[config.mk]
export PLATFORM = sky130hd
export DESIGN_NAME = ahb_dma_burst_reader
export DESIGN_NICKNAME = d
export VERILOG_FILES = /design/src/rtl/ahb_dma_burst_reader.sv
export SDC_FILE = /design/constraint.sdc
export NUM_CORES = 1
export LEC_CHECK = 0
export ABC_AREA = 0
export BUFFER_PORTS_ARGS = -buffer_cell sky130_fd_sc_hd__buf_2
export CAP_MARGIN = 20
export CORE_MARGIN = 8
export CORE_UTILIZATION = 48
export DETAILED_ROUTE_END_ITERATION = 10
export GPL_TIMING_DRIVEN = 0
export PLACE_DENSITY_LB_ADDON = 0.05
export REMOVE_ABC_BUFFERS = 1
export SLEW_MARGIN = 20
export SYNTH_ARGS = -nofsm -noshare
export SYNTH_HDL_FRONTEND = slang
export SYNTH_SLANG_ARGS = --single-unit
[constraint.sdc]
create_clock -name HCLK -period 2.95 [get_ports HCLK]
set_input_delay 0.59 -clock HCLK [delete_from_list [all_inputs] [get_ports HCLK]]
set_output_delay 0.59 -clock HCLK [all_outputs]
set_load 0.1 [all_outputs]
[src/rtl/ahb_dma_burst_reader.sv]
// AHB-Lite read-DMA master: byte-length request -> pipelined INCR word reads, split at 1KB and BURST_MAX.
// Optional macro AHB_DMA_BYTE_MASK_EN adds o_rdata_be byte enables for a partial final word.
module ahb_dma_burst_reader #(
    parameter int ADDR_W    = 32,
    parameter int LEN_W     = 16,
    parameter int BURST_MAX = 16
) (
    input  logic              HCLK,
    input  logic              HRESET,
    input  logic              i_start,
    input  logic [ADDR_W-1:0] i_addr,
    input  logic [LEN_W-1:0]  i_len,
    output logic [ADDR_W-1:0] HADDR,
    output logic [1:0]        HTRANS,
    output logic [2:0]        HBURST,
    output logic [2:0]        HSIZE,
    output logic              HWRITE,
    input  logic [31:0]       HRDATA,
    input  logic              HREADY,
    input  logic              HRESP,
    output logic [31:0]       o_rdata,
    output logic              o_rdata_valid,
    output logic              o_busy,
    output logic              o_done,
    output logic              o_error
`ifdef AHB_DMA_BYTE_MASK_EN
    ,
    output logic [3:0]        o_rdata_be
`endif
);

    localparam int CNT_W = LEN_W - 1;
    localparam int RUN_W = $clog2(BURST_MAX + 1);
    localparam logic [RUN_W-1:0] RUN_MAX = RUN_W'(BURST_MAX);

    localparam logic [1:0] TR_IDLE   = 2'b00;
    localparam logic [1:0] TR_NONSEQ = 2'b10;
    localparam logic [1:0] TR_SEQ    = 2'b11;

    typedef enum logic [1:0] {S_IDLE, S_XFER, S_ERR, S_DONE} state_t;

    state_t            state;
    logic [ADDR_W-1:0] addr_ptr;
    logic [CNT_W-1:0]  addr_left;
    logic [CNT_W-1:0]  data_left;
    logic [RUN_W-1:0]  run_cnt;
    logic              dphase_pend;
    logic [CNT_W-1:0]  words;
    logic              err_cut;
    logic              addr_active;
    logic              first_of_run;
    logic              addr_acc;
    logic              data_ok;
    logic              data_err;
    logic              unused_addr_lsb;
`ifdef AHB_DMA_BYTE_MASK_EN
    logic [1:0]        resid;
`endif

    assign words = CNT_W'(i_len[LEN_W-1:2]) + CNT_W'(|i_len[1:0]);
    assign unused_addr_lsb = ^i_addr[1:0];

    assign HADDR  = addr_ptr;
    assign HBURST = 3'b001;
    assign HSIZE  = 3'b010;
    assign HWRITE = 1'b0;

    // An ERROR response on the pending data phase cancels the next address in both response cycles.
    assign err_cut      = dphase_pend & HRESP;
    assign addr_active  = (state == S_XFER) && (addr_left != '0) && !err_cut;
    assign first_of_run = (run_cnt == '0) || (addr_ptr[9:0] == 10'd0) || (run_cnt == RUN_MAX);
    assign HTRANS       = addr_active ? (first_of_run ? TR_NONSEQ : TR_SEQ) : TR_IDLE;
    assign addr_acc     = addr_active & HREADY;
    assign data_ok      = (state == S_XFER) & dphase_pend & HREADY & ~HRESP;
    assign data_err     = (state == S_XFER) & dphase_pend & HREADY & HRESP;

    always_ff @(posedge HCLK) begin
        if (HRESET) begin
            state         <= S_IDLE;
            addr_ptr      <= '0;
            addr_left     <= '0;
            data_left     <= '0;
            run_cnt       <= '0;
            dphase_pend   <= 1'b0;
            o_rdata       <= '0;
            o_rdata_valid <= 1'b0;
            o_busy        <= 1'b0;
            o_done        <= 1'b0;
            o_error       <= 1'b0;
`ifdef AHB_DMA_BYTE_MASK_EN
            resid         <= '0;
            o_rdata_be    <= '0;
`endif
        end else begin
            o_rdata_valid <= 1'b0;
            o_done        <= 1'b0;
            o_error       <= 1'b0;
            case (state)
                S_IDLE: begin
                    if (i_start) begin
                        if (words != '0) begin
                            addr_ptr    <= {i_addr[ADDR_W-1:2], 2'b00};
                            addr_left   <= words;
                            data_left   <= words;
                            run_cnt     <= '0;
                            dphase_pend <= 1'b0;
                            o_busy      <= 1'b1;
                            state       <= S_XFER;
`ifdef AHB_DMA_BYTE_MASK_EN
                            resid       <= i_len[1:0];
`endif
                        end else begin
                            o_done <= 1'b1;
                            state  <= S_DONE;
                        end
                    end
                end
                S_XFER: begin
                    if (addr_acc) begin
                        addr_ptr  <= addr_ptr + ADDR_W'(4);
                        addr_left <= addr_left - CNT_W'(1);
                        run_cnt   <= first_of_run ? RUN_W'(1) : run_cnt + RUN_W'(1);
                    end
                    if (HREADY) begin
                        dphase_pend <= addr_acc;
                    end
                    if (data_err) begin
                        state <= S_ERR;
                    end else if (data_ok) begin
                        o_rdata       <= HRDATA;
                        o_rdata_valid <= 1'b1;
                        data_left     <= data_left - CNT_W'(1);
`ifdef AHB_DMA_BYTE_MASK_EN
                        if (data_left == CNT_W'(1) && resid != 2'd0) begin
                            o_rdata_be <= ~(4'hF << resid);
                        end else begin
                            o_rdata_be <= 4'hF;
                        end
`endif
                        if (data_left == CNT_W'(1)) begin
                            o_busy <= 1'b0;
                            o_done <= 1'b1;
                            state  <= S_DONE;
                        end
                    end
                end
                S_ERR: begin
                    o_busy  <= 1'b0;
                    o_done  <= 1'b1;
                    o_error <= 1'b1;
                    state   <= S_DONE;
                end
                default: begin
                    state <= S_IDLE;
                end
            endcase
        end
    end

endmodule

# Yosys cells after proc, flatten, opt, wreduce, memory -nomap -nowiden
# Index checks and enable logic that the tools add are counted.
totals:
  register_bits: 106
  latchBits: 0
  ramBits: 0
  rom_bits: 0
  inputBits: 85
  output_inout_bits: 77
  wordCells: 100
  mem_count: 0
op_classes:
  addsub: 5
  multipliers: 0
  n_div: 0
  n_lt_le_gt_ge: 0
  eq_ne: 13
  shifts: 0
  muxes: 42
  bitwise: 9
  reduce_logical: 20
op_table:
  columns: ["cell", "n"]
  rows:
  - ["2-to-1 mux 32 bit", 3]
  - ["2-to-1 mux 15 bit", 5]
  - ["one-hot mux 32 bit (2 select lines)", 1]
  - ["one-hot mux 15 bit (2 select lines)", 2]
  - ["adder 32 x 3 -> 32 bit (second input constant)", 1]
  - ["nonzero test 15 bit", 2]
  - ["subtractor 15 x 1 -> 15 bit (second input constant)", 2]
  - ["2-to-1 mux 5 bit", 4]
  - ["2-to-1 mux 1 bit", 16]
  - ["adder 14 x 1 -> 15 bit", 1]
  - ["equality test 15 x 1 -> 1 bit (second input constant)", 1]
  - ["2-to-1 mux 2 bit", 6]
  - ["inequality test 2 bit (second input constant)", 6]
  - ["zero test 10 bit", 1]
  - ["one-hot mux 5 bit (2 select lines)", 1]
  - ["AND reduction 4 bit", 2]
  - ["bitwise AND 1 bit", 6]
  - ["one-hot mux 1 bit (3 select lines)", 2]
  - ["one-hot mux 2 bit (3 select lines)", 1]
  - ["AND reduction 3 bit", 2]
  - ["AND reduction 6 bit", 1]
  - ["adder 5 x 1 -> 5 bit (second input constant)", 1]
  - ["equality test 5 bit (second input constant)", 1]
  - ["zero test 5 bit", 1]
  - ["other kinds (16)", 20]

# Logic depth before layout (Yosys ltp)
# Gate-level depths: netlist (run 1).
logic_depth:
  word_depth: 7
  depth_mapped: 12
  ltp_nobuf: 10

# Worst setup path before layout (run 1)
# No wires, ideal clock.
synth_timing:
  path_type: "register to output"
  from: "reg addr_ptr[2], in the netlist HADDR[2]"
  to: "out HTRANS[0]"
  t_arrival_ns: 2.530
  required_time_ns: 2.360
  setup_slack_ns: -0.170
  path_stages_with_launch: 6
  path_buffers: 0
  cell_sequence: "dfxtp_1 > inv_1 > ha_1 > nor4b_1 > a22oi_1 > and2_1"
synth_via:
  elab_chain_cells: 5
synth_rtl:
  columns: ["item", "line", "rtl"]
  rows:
  - ["start: declaration", "43", "logic [ADDR_W-1:0] addr_ptr;"]
  - ["start signal: assignment", "102", "addr_ptr <= {i_addr[ADDR_W-1:2], 2'b00};"]
  - ["start signal: assignment", "120", "addr_ptr <= addr_ptr + ADDR_W'(4);"]
  - ["zero test 10 bit", "71", "assign first_of_run = (run_cnt == '0) || (addr_ptr[9:0] == 10'd0) || (run_cnt == RUN_MAX);"]
  - ["logical OR 1 bit (2 in a row)", "71", null]
  - ["2-to-1 mux 1 bit", "72", "assign HTRANS = addr_active ? (first_of_run ? TR_NONSEQ : TR_SEQ) : TR_IDLE;"]
  - ["2-to-1 mux 2 bit", "72", null]
  - ["end: declaration", "14", "output logic [1:0] HTRANS,"]
# Every way passes these cells.

# Final worst setup path (run 1)
layout_timing:
  from: "in i_len[1]"
  to: "reg data_left[8]"
layout_via:
  elab_chain_cells: 5
  elab_cells_between_ends: 8
  cone_classes: "1 x add/sub; 1 x eq/ne; 3 x mux; 3 x reduce/logical"
layout_rtl:
  columns: ["item", "line", "rtl"]
  rows:
  - ["start: declaration", "12", "input logic [LEN_W-1:0] i_len,"]
  - ["OR reduction 2 bit *", "60", "assign words = CNT_W'(i_len[LEN_W-1:2]) + CNT_W'(|i_len[1:0]);"]
  - ["adder 14 x 1 -> 15 bit *", "60", null]
  - ["nonzero test 15 bit or 2-to-1 mux 15 bit (tied branches)", "101", "if (words != '0) begin"]
  - ["inequality test 2 bit (no source line) or 2-to-1 mux 15 bit (tied branches)", null, null]
  - ["AND reduction 5 bit (no source line) or one-hot mux 15 bit (2 select lines) (tied branches)", null, null]
  - ["end signal: assignment", "104", "data_left <= words;"]
  - ["end signal: assignment", "132", "data_left <= data_left - CNT_W'(1);"]
  - ["end: declaration", "45", "logic [CNT_W-1:0] data_left;"]
# Every way passes the cells marked *; elsewhere a longest branch is shown, timed or not. The select of a mux whose other input is x is not followed.
# A chain may end at the register's enable or synchronous reset.

==> metrics, run 1 <==
commonest non-fill, non-tap cell in the layout buf_2; final hold vios 0; Final Wtd Congestion 0.886; TNS Setup 0 ns; CP Class in -> reg; GRT overflow 0; Post-synth EDFFs 0; fin nets 1038; CP Capture Type flop; Logic pwr share 62.5%; maxcap violations 0; Worst path slowest cell or4_4; Die Wd 129 µm; initial DRC count 645; Clock Sinks 103; CTS Hold Buffers Added 0; I/O pins 162; drt first pass iters 5; Clock Tree Buf Depth 2; Die Y 129 µm; CP max stage delay 0.60 ns; Pwr Density 1180 mW/mm²; layout cell share with drive strength beyond 1 27.3%; Worst Path Required 3.23 ns; largest area contributor in the netlist dfxtp_1; register area 0.00206 mm²; syn_area_per_cell 7.63 µm²; final setup skew 0.00821 ns; vias in the first global route 6122; final worst-path cycle share 99.4%; critical path startpoint category input pin; DRC Markers 0; Root Buffer clkbuf_16; Slew HR 33.3%; H-tree depth 3; register area share after synthesis 33.7%; wirelength, routed 20400 µm; Crit path max-delay family simple AND/OR/NAND/NOR gates; met1 wire length 8630 µm; crit path cell chain buf_2 -> or2_2 -> ha_2 -> and3_1 -> and3_1 -> a31oi_4 -> nor4_4 -> nor3b_4 -> buf_4 -> or4_4 -> a211oi_2; fillcell total 1190; max-slew violation count 0; starting density of the core 48.8%; worst path bufs/invs 2; routed length on met2 9790 µm; Avg Vias per Cell 6.07; switching power 5.00 mW; worst hold path type reg -> reg; Net Sw Frac 55.1%; non-filler instance count after layout 1116; highest routed metal layer met4; cell internal pwr 4.08 mW; Synth warnings 0; maximum VDD drop 0.488 mV; Worst-Margin Slew 0.998 ns; Setup-failing EPs final 0; n_diodes 0; global-route wire length before repair 30900 µm; Cells after DPL 1071; clk_lat worst skew 0.36 ns; Reg clk slew, reported paths 0.07 ns; wire per inst 18.2 µm; Reg power frac 24.6%; status complete, no violations; synth top area cells dfxtp_1 (34%), nand2_1 (7.7%), a21oi_1 (6.5%); largest net degree at the start of global routing 56; CTS tree done; ys async rst share 0%; #FFs+latches synth 103; initial antenna violation count 0; port bufs 150; Synth-to-Final Area Change 26.3%; Met3 Wirelength 1610 µm; cell mode on critical path and3_1; Fmax 341 MHz; vias post-DR 6769; most frequent cells in the layout buf_2 (148), nand2_1 (122), dfxtp_1 (102), a21oi_1 (79), nor2_1 (40); DIE AREA 0.0166 mm²; GR Util All Layers 22.9%; Final min period 2.93 ns; footprint of the multi-input gates 0.00394 mm²; DPL Wire Length 14000 µm; predominant post-synthesis flop cell dfxtp_1; synthesized area 0.00611 mm²; critical path arrival 3.21 ns; worst-path fanout max 10; Synth Instances 801; post-synthesis cell type count 79; remaining antenna violation count 0; P_leak 3.01 nW; Placeable Area 0.0125 mm²; Synth top area share 33.7%; row cnt 41; TritonCTS buffer count 9; Clock Power Share 12.8%
cell type report:
type | count | area share (%)
clock inverters | 5 | 0.535
repair buffers | 182 | 14.1
clock buffers | 11 | 3.14
well taps | 172 | 2.79
multi-input cells | 609 | 51.0
flip-flops and latches | 103 | 26.7
inverters | 34 | 1.69
path summary, 6_finish.rpt:
check | from | endpoint | slack (ns) | cells past startpoint
max | i_len[1] | data_left[8]$_SDFFE_PP0P_ | 0.02 | 11
min | o_rdata[9]$_SDFFE_PP0P_ | o_rdata[9]$_SDFFE_PP0P_ | 0.45 | 2
max reg2reg | state[1]$_SDFFE_PP0P_ | addr_left[13]$_SDFFE_PP0P_ | 0.21 | 9
min reg2reg | o_rdata[9]$_SDFFE_PP0P_ | o_rdata[9]$_SDFFE_PP0P_ | 0.45 | 2
repair_timing:
action / 4_1_cts / 5_1_grt
resized for setup: 26 / 24
pin swaps: 5 / 11
buffers inserted: 13 / 12
endpoints found under the setup margin: 70 / 70
cloned: 1 / 2
synth_stat cells (10+ instances only):
library cell and n:
nand2_1 125, dfxtp_1 103, a21oi_1 79, nor2_1 42
clkbuf_1 36, inv_1 34, o21ai_0 33, nand3_1 28
a211oi_1 22, nor3_1 22, a31oi_1 16, o22ai_1 15
ha_1 14, o32ai_1 13, buf_4 12, nand4_1 12
nor4_1 11, o31ai_1 11, a32o_1 10, and3_1 10
buf_2 10, or3_1 10, xnor2_1 10
state kept, by name (all words and copies together) (netlist names):
signal,cells
o_done,1
state,2
o_busy,1
o_error,1
data_left,15
dphase_pend,1
o_rdata,32
addr_left,15
o_rdata_valid,1
HADDR,30
run_cnt,4
worst reg2reg max path: cells and delay by family (launching register included):
family | cells | cell delay [ns]
AOI/OAI and AO/OA | 3 | 0.54
DFF | 1 | 0.34
and+or+nand+nor | 3 | 1.01
adders and majority gates | 1 | 0.32
buffers and inverters | 2 | 0.40
power by group through the flow:
| stage | Clock [mW] | Combinational [mW] | Sequential [mW] |
|---|---|---|---|
| 3_5_place_dp | 0 | 5.16 | 2.25 |
| 5_1_grt | 1.24 | 6.08 | 2.29 |
| 3_3_place_gp | 0 | 5.02 | 2.22 |
| 2_1_floorplan | 0 | 2.65 | 3.51 |
| 4_1_cts | 1.18 | 5.46 | 2.22 |
| 6_report | 1.17 | 5.68 | 2.24 |
through the flow:
stage | hold WS (ns) | util, % | instance area [µm²] | setup slack [ns] | power, mW
after detailed placement | 0.446 | 55.3 | 6920 | -1.02 | 7.40
after global routing | 0.465 | 61.7 | 7720 | -0.0521 | 9.61
after CTS | 0.455 | 59.6 | 7450 | -0.0595 | 8.86
after floorplan | 0.460 | - | 5820 | -3.56 | 6.16
final | 0.451 | 61.7 | 7720 | 0.0187 | 9.08
after global placement | 0.439 | 54.2 | 6790 | -6.54 | 7.25
per-layer routing:
layer	vias to the layer above	GRT usage, %
li1	3231	-
met1	3219	29.0
met2	292	37.9
met3	27	5.54
met4	0	6.50
met5	-	0
cell families (layout without fill, tap and decap cells):
logic type                 after synthesis  after routing  synth area share, %
other                                    2              9                0.123
DFF                                    103            103                 33.7
adders and majority gates               14             14                 2.87
muxes                                    3              3                0.491
and+or+nand+nor                        306            309                 24.9
xor gates and xnor gates                14             14                 2.01
AOI/OAI and AO/OA                      260            260                 28.6
buffers and inverters                   99            232                 7.27
(Power assumes the default switching activity.)
==> run 2: changes to the inputs <==
Settings changed: CTS_BUF_LIST set to sky130_fd_sc_hd__clkbuf_16, REMOVE_ABC_BUFFERS 1 to not set.
==> run 2 against run 1 <==
Net effect: count of clock-buffer cells in the layout decreased by 2; utilization about the same; total power increased by 4.0%; sequential power about the same; critical path depth decreased by 5; first-iteration DRC count increased by 24%; hold slack got worse by 0.00085 ns; die area unchanged; sequential share of layout area about the same; cell count increased by 3.3%; combinational power increased by 4.9%.
==> metrics, run 2 (synthesis gave the netlist of run 1 again) <==
largest register by flop count o_rdata; RR Endpoint data_left[11]$_SDFFE_PP0P_; R2R setup slack 0.16 ns; remaining antenna violation count 0; unrepaired setup endpoints after global routing true; max-slew violation count 0; max FFs per register 32; GRT overflow 0; most frequent cells in the layout buf_2 (149), nand2_1 (124), dfxtp_1 (100), a21oi_1 (79), nor2_1 (41); maximum VDD drop 0.661 mV; Reg clk slew, reported paths 0.07 ns; Worst Path Required 2.36 ns; row cnt 41; Synth-to-Final Area Change 26.3%; drt first pass iters 6; Placeable Area 0.0125 mm²; initial DRC count 800; WHS Path Cells 2; clk_lat worst skew 0.36 ns; Die Y 129 µm; Avg Vias per Cell 6.20; Worst path slowest cell or4_4; non-filler instance count after layout 1153; worst hold path type reg -> reg; CP Capture Type primary output; commonest non-fill, non-tap cell in the layout buf_2; Worst-Margin Slew 0.874 ns; status complete, no violations; P_leak 2.99 nW; CP Class reg -> out; TritonCTS buffer count 9; hold slack 0.451 ns; hold path endpoint o_rdata[11]$_SDFFE_PP0P_; largest net degree at the start of global routing 18; Die Wd 129 µm; global-route wire length before repair 36100 µm; n_diodes 0; fin nets 1076; final setup skew 0.00775 ns; DPL Wire Length 16900 µm; Final min period 2.92 ns; critical path startpoint category flop; HP Start o_rdata[11]$_SDFFE_PP0P_; CP max stage delay 0.54 ns; Setup-failing EPs final 0; GR Util All Layers 27.3%; worst-path fanout max 2; Final Wtd Congestion 0.912; Pwr Density 1220 mW/mm²; Root Buffer clkbuf_16; I/O pins 162; wirelength, routed 23300 µm; starting density of the core 48.8%; Cells after DPL 1129; vias post-DR 7147; CTS tree done; maxcap violations 0; RR Startpoint state[1]$_SDFFE_PP0P_; DIE AREA 0.0166 mm²; Clock Sinks 103; H-tree depth 3; final worst-path cycle share 99.1%; Clock Tree Buf Depth 2; port bufs 149; vias in the first global route 6870; crit path cell chain or4_4 -> or4_4 -> nor2_4 -> a41oi_4 -> and2_4 -> buf_12; layout cell share with drive strength beyond 1 25.8%; cell mode on critical path or4_4; final hold vios 0; CTS Hold Buffers Added 0; reg2reg path depth 9; DRC Markers 0; wire per inst 20.2 µm; initial antenna violation count 0; critical path arrival 2.33 ns; Fmax 342 MHz; Slew HR 41.2%
run 2: layout make-up:
cell class | instances | area, µm²
clock buffer | 9 | 225
buffer | 63 | 339
multi-input combinational | 606 | 3820
fill | 1230 | 4800
clock inverter | 6 | 71.3
tap | 172 | 215
timing repair buffer | 160 | 853
inverter | 34 | 128
sequential | 103 | 2070
run 2: routing by layer:
layer  GRT usage (%)  vias up  routed length, µm
met5               0        -                  0
met4            12.2        0                639
met3            5.88       59               2480
met2            44.7      434              10700
met1            33.9     3356               9500
li1                -     3298                  -
run 2: worst max-delay path, delay by kind of cell, from the launching register on:
kind / cells / cell delay (ns)
buffers and inverters: 1 / 0.16
AND/OR/NAND/NOR: 4 / 1.35
flip-flops: 1 / 0.32
AO/OA/AOI/OAI: 1 / 0.14
run 2: repair_timing:
item | CTS | global route
setup buffers | 8 | 2
setup endpoints to repair | 70 | 63
resized for setup | 36 | 23
pin swaps | 9 | 4
gates cloned | 0 | 1
run 2: metrics by stage:
step	area [µm²]	utilization (%)	worst slack [ns]	power, mW	setup TNS (ns)
final	7720	61.7	0.0274	9.45	0
after global routing	7720	61.7	-0.0112	9.89	-0.0297
after CTS	7630	61.0	-0.0397	9.21	-0.0728
after detailed placement	7110	56.8	-0.837	7.73	-46.97
after global placement	7110	56.8	-0.804	7.65	-44.74
after floorplan	6150	-	0.0104	6.33	0
run 2: worst max-delay path by stage:
stage / startpoint / to / cells past startpoint
after CTS: addr_left[10]$_SDFFE_PP0P_ / HTRANS[0] / 6
after detailed placement: i_len[1] / HADDR[24]$_SDFFE_PP0P_ / 12
final: addr_left[10]$_SDFFE_PP0P_ / HTRANS[0] / 6
after global placement: i_len[1] / data_left[7]$_SDFFE_PP0P_ / 12
after floorplan: HADDR[16]$_SDFFE_PP0P_ / HADDR[31]$_SDFFE_PP0P_ / 9
after global routing: addr_left[10]$_SDFFE_PP0P_ / HTRANS[0] / 6
run 2: where the power goes:
part	internal, mW	switching (mW)	total (mW)
combinational	1.66	4.30	5.96
clock	0.662	0.593	1.26
sequential	1.80	0.434	2.23
==> run 3: changes to the inputs <==
==> constraint.sdc (replaced) <==
create_clock -name HCLK -period 2.95 [get_ports HCLK]
set_input_delay 0.7375 -clock HCLK [delete_from_list [all_inputs] [get_ports HCLK]]
set_output_delay 0.7375 -clock HCLK [all_outputs]
set_load 0.1 [all_outputs]
==> run 3 against run 2 <==
Net effect: critical path type unchanged; non-clock buffer count increased by 12; fmax fell by 5.8%; highest routed layer unchanged; the flow now finishes with violations (negative setup slack); largest cell class unchanged; die area unchanged.
==> metrics, run 3 (synthesis gave the netlist of run 1 again) <==
Placeable Area 0.0125 mm²; HP Start o_rdata[22]$_SDFFE_PP0P_; Final Wtd Congestion 0.943; most frequent cells in the layout buf_2 (149), nand2_1 (123), dfxtp_1 (101), a21oi_1 (74), nor2_1 (41); Pwr Density 1200 mW/mm²; drt first pass iters 8; critical path startpoint category flop; switching power 5.36 mW; n_diodes 0; register area 0.00206 mm²; DIE AREA 0.0166 mm²; violated checks negative setup slack; critical path arrival 2.36 ns; Avg Vias per Cell 6.10; Net Sw Frac 55.9%; Reg power frac 23.2%; GRT overflow 0; global-route wire length before repair 35500 µm; worst-path fanout max 2; CP Capture Type primary output; launch point of the worst path addr_left[10]$_SDFFE_PP0P_; H-tree depth 3; Synth-to-Final Area Change 30.6%; fin nets 1089; fillcell total 1190; worst hold path type reg -> reg; clk_lat worst skew 0.36 ns; setup ws final -0.152 ns; RR Startpoint state[1]$_SDFFE_PP0P_; CP max stage delay 0.54 ns; GR Util All Layers 27.1%; reg2reg path depth 7; DPL Wire Length 16900 µm; Setup-failing EPs final 3; Slew HR 41.0%; TritonCTS buffer count 9; cell mode on critical path or4_4; largest net degree at the start of global routing 18; total power 9.58 mW; initial antenna violation count 0; Final min period 3.10 ns; wirelength, routed 23500 µm; max-slew violation count 0; cell internal pwr 4.22 mW; DP Area 0.00716 mm²; CTS tree done; final hold vios 0; final setup skew 0.00850 ns; RR Endpoint addr_left[10]$_SDFFE_PP0P_; I/O pins 162; Die Wd 129 µm; initial DRC count 669; Reg clk slew, reported paths 0.07 ns; Logic pwr share 64.8%; largest register by flop count o_rdata; starting density of the core 48.8%; R2R setup slack 0.22 ns; CP Class reg -> out; Root Buffer clkbuf_16; Worst-Margin Slew 0.877 ns; remaining antenna violation count 0; unrepaired setup endpoints after global routing true; Fmax 322 MHz; P_leak 3.11 nW; crit path cell chain or4_4 -> or4_4 -> nor2_4 -> a41oi_2 -> and2_4 -> buf_12; row cnt 41; Die Y 129 µm; status finished with violations; hold path endpoint o_rdata[22]$_SDFFE_PP0P_; CTS Hold Buffers Added 0; footprint of the multi-input gates 0.00394 mm²; vias in the first global route 6735; DRC Markers 0; design area 0.00798 mm²; maxcap violations 0; WHS Path Cells 2; final worst-path cycle share 105%; Worst Path Required 2.21 ns; Clock Tree Buf Depth 2; Clock Sinks 103; commonest non-fill, non-tap cell in the layout buf_2; port bufs 149; wire per inst 20.1 µm; Clock Power Share 12.0%; vias post-DR 7121; maximum VDD drop 0.599 mV; layout cell share with drive strength beyond 1 27.7%; Worst path slowest cell or4_4; max FFs per register 32
## run 3: changes by cell type in the layout (fill, tap and decap cells not counted), sizes merged
cell / previous run / this run
buf: 185 / 200
clkbuf: 47 / 44
bufinv: 1 / 0
clkinv: 3 / 4
inv: 35 / 36
or4: 7 / 8
## run 3: area by class of cell
cell class | count | share of cell area, %
clock inverters | 7 | 0.580
multi-input cells | 607 | 49.4
well taps | 172 | 2.70
repair buffers | 173 | 12.6
clock buffers | 9 | 2.82
flip-flops and latches | 103 | 25.9
plain buffers | 62 | 4.42
inverters | 34 | 1.60
## run 3: layer usage
layer | vias up | share of wire (%) | track usage (%)
met4 | 0 | 2.7 | 11.4
met2 | 394 | 47 | 43.9
li1 | 3323 | - | -
met5 | - | 0 | 0
met1 | 3354 | 40 | 33.9
met3 | 50 | 10 | 6.04
## run 3: worst max path at each step
stage	to	slack, ns	cells after the start
after CTS	HTRANS[0]	-0.15	6
after detailed placement	HADDR[19]$_SDFFE_PP0P_	-0.72	12
final	HTRANS[0]	-0.15	6
after global routing	HTRANS[0]	-0.20	6
after floorplan	HTRANS[0]	-0.005	5
after global placement	data_left[9]$_SDFFE_PP0P_	-0.65	12
## run 3: through the flow
stage	hold slack, ns	cells	setup slack, ns	utilization (%)	setup TNS (ns)
final	0.453	1167	-0.152	63.8	-0.311
after global routing	0.479	1167	-0.195	63.8	-0.869
after CTS	0.455	1156	-0.147	61.4	-0.288
after detailed placement	0.445	1129	-0.718	57.2	-40.08
after global placement	0.437	1129	-0.647	57.2	-35.32
after floorplan	0.460	808	-0.00468	-	-0.00468
## run 3: critical path, delay by kind of cell, from the launching register on
family          cells  cell delay (ns)
compound gates      1             0.18
buf+inv             1             0.16
flops               1             0.32
simple gates        4             1.35
## run 3: repair_timing
item	4_1_cts	5_1_grt
pin swaps	4	23
gates resized for setup	34	42
setup endpoints to repair	70	68
hold endpoints to repair	0	0
cloned	0	2
setup buffers	12	11
## run 3: power groups by stage
stage,Combinational (mW),Sequential (mW),Clock [mW]
after global routing,6.53,2.29,1.21
after floorplan,2.83,3.51,0
after detailed placement,5.50,2.23,0
final,6.21,2.22,1.15
after global placement,5.45,2.22,0
after CTS,5.80,2.20,1.16
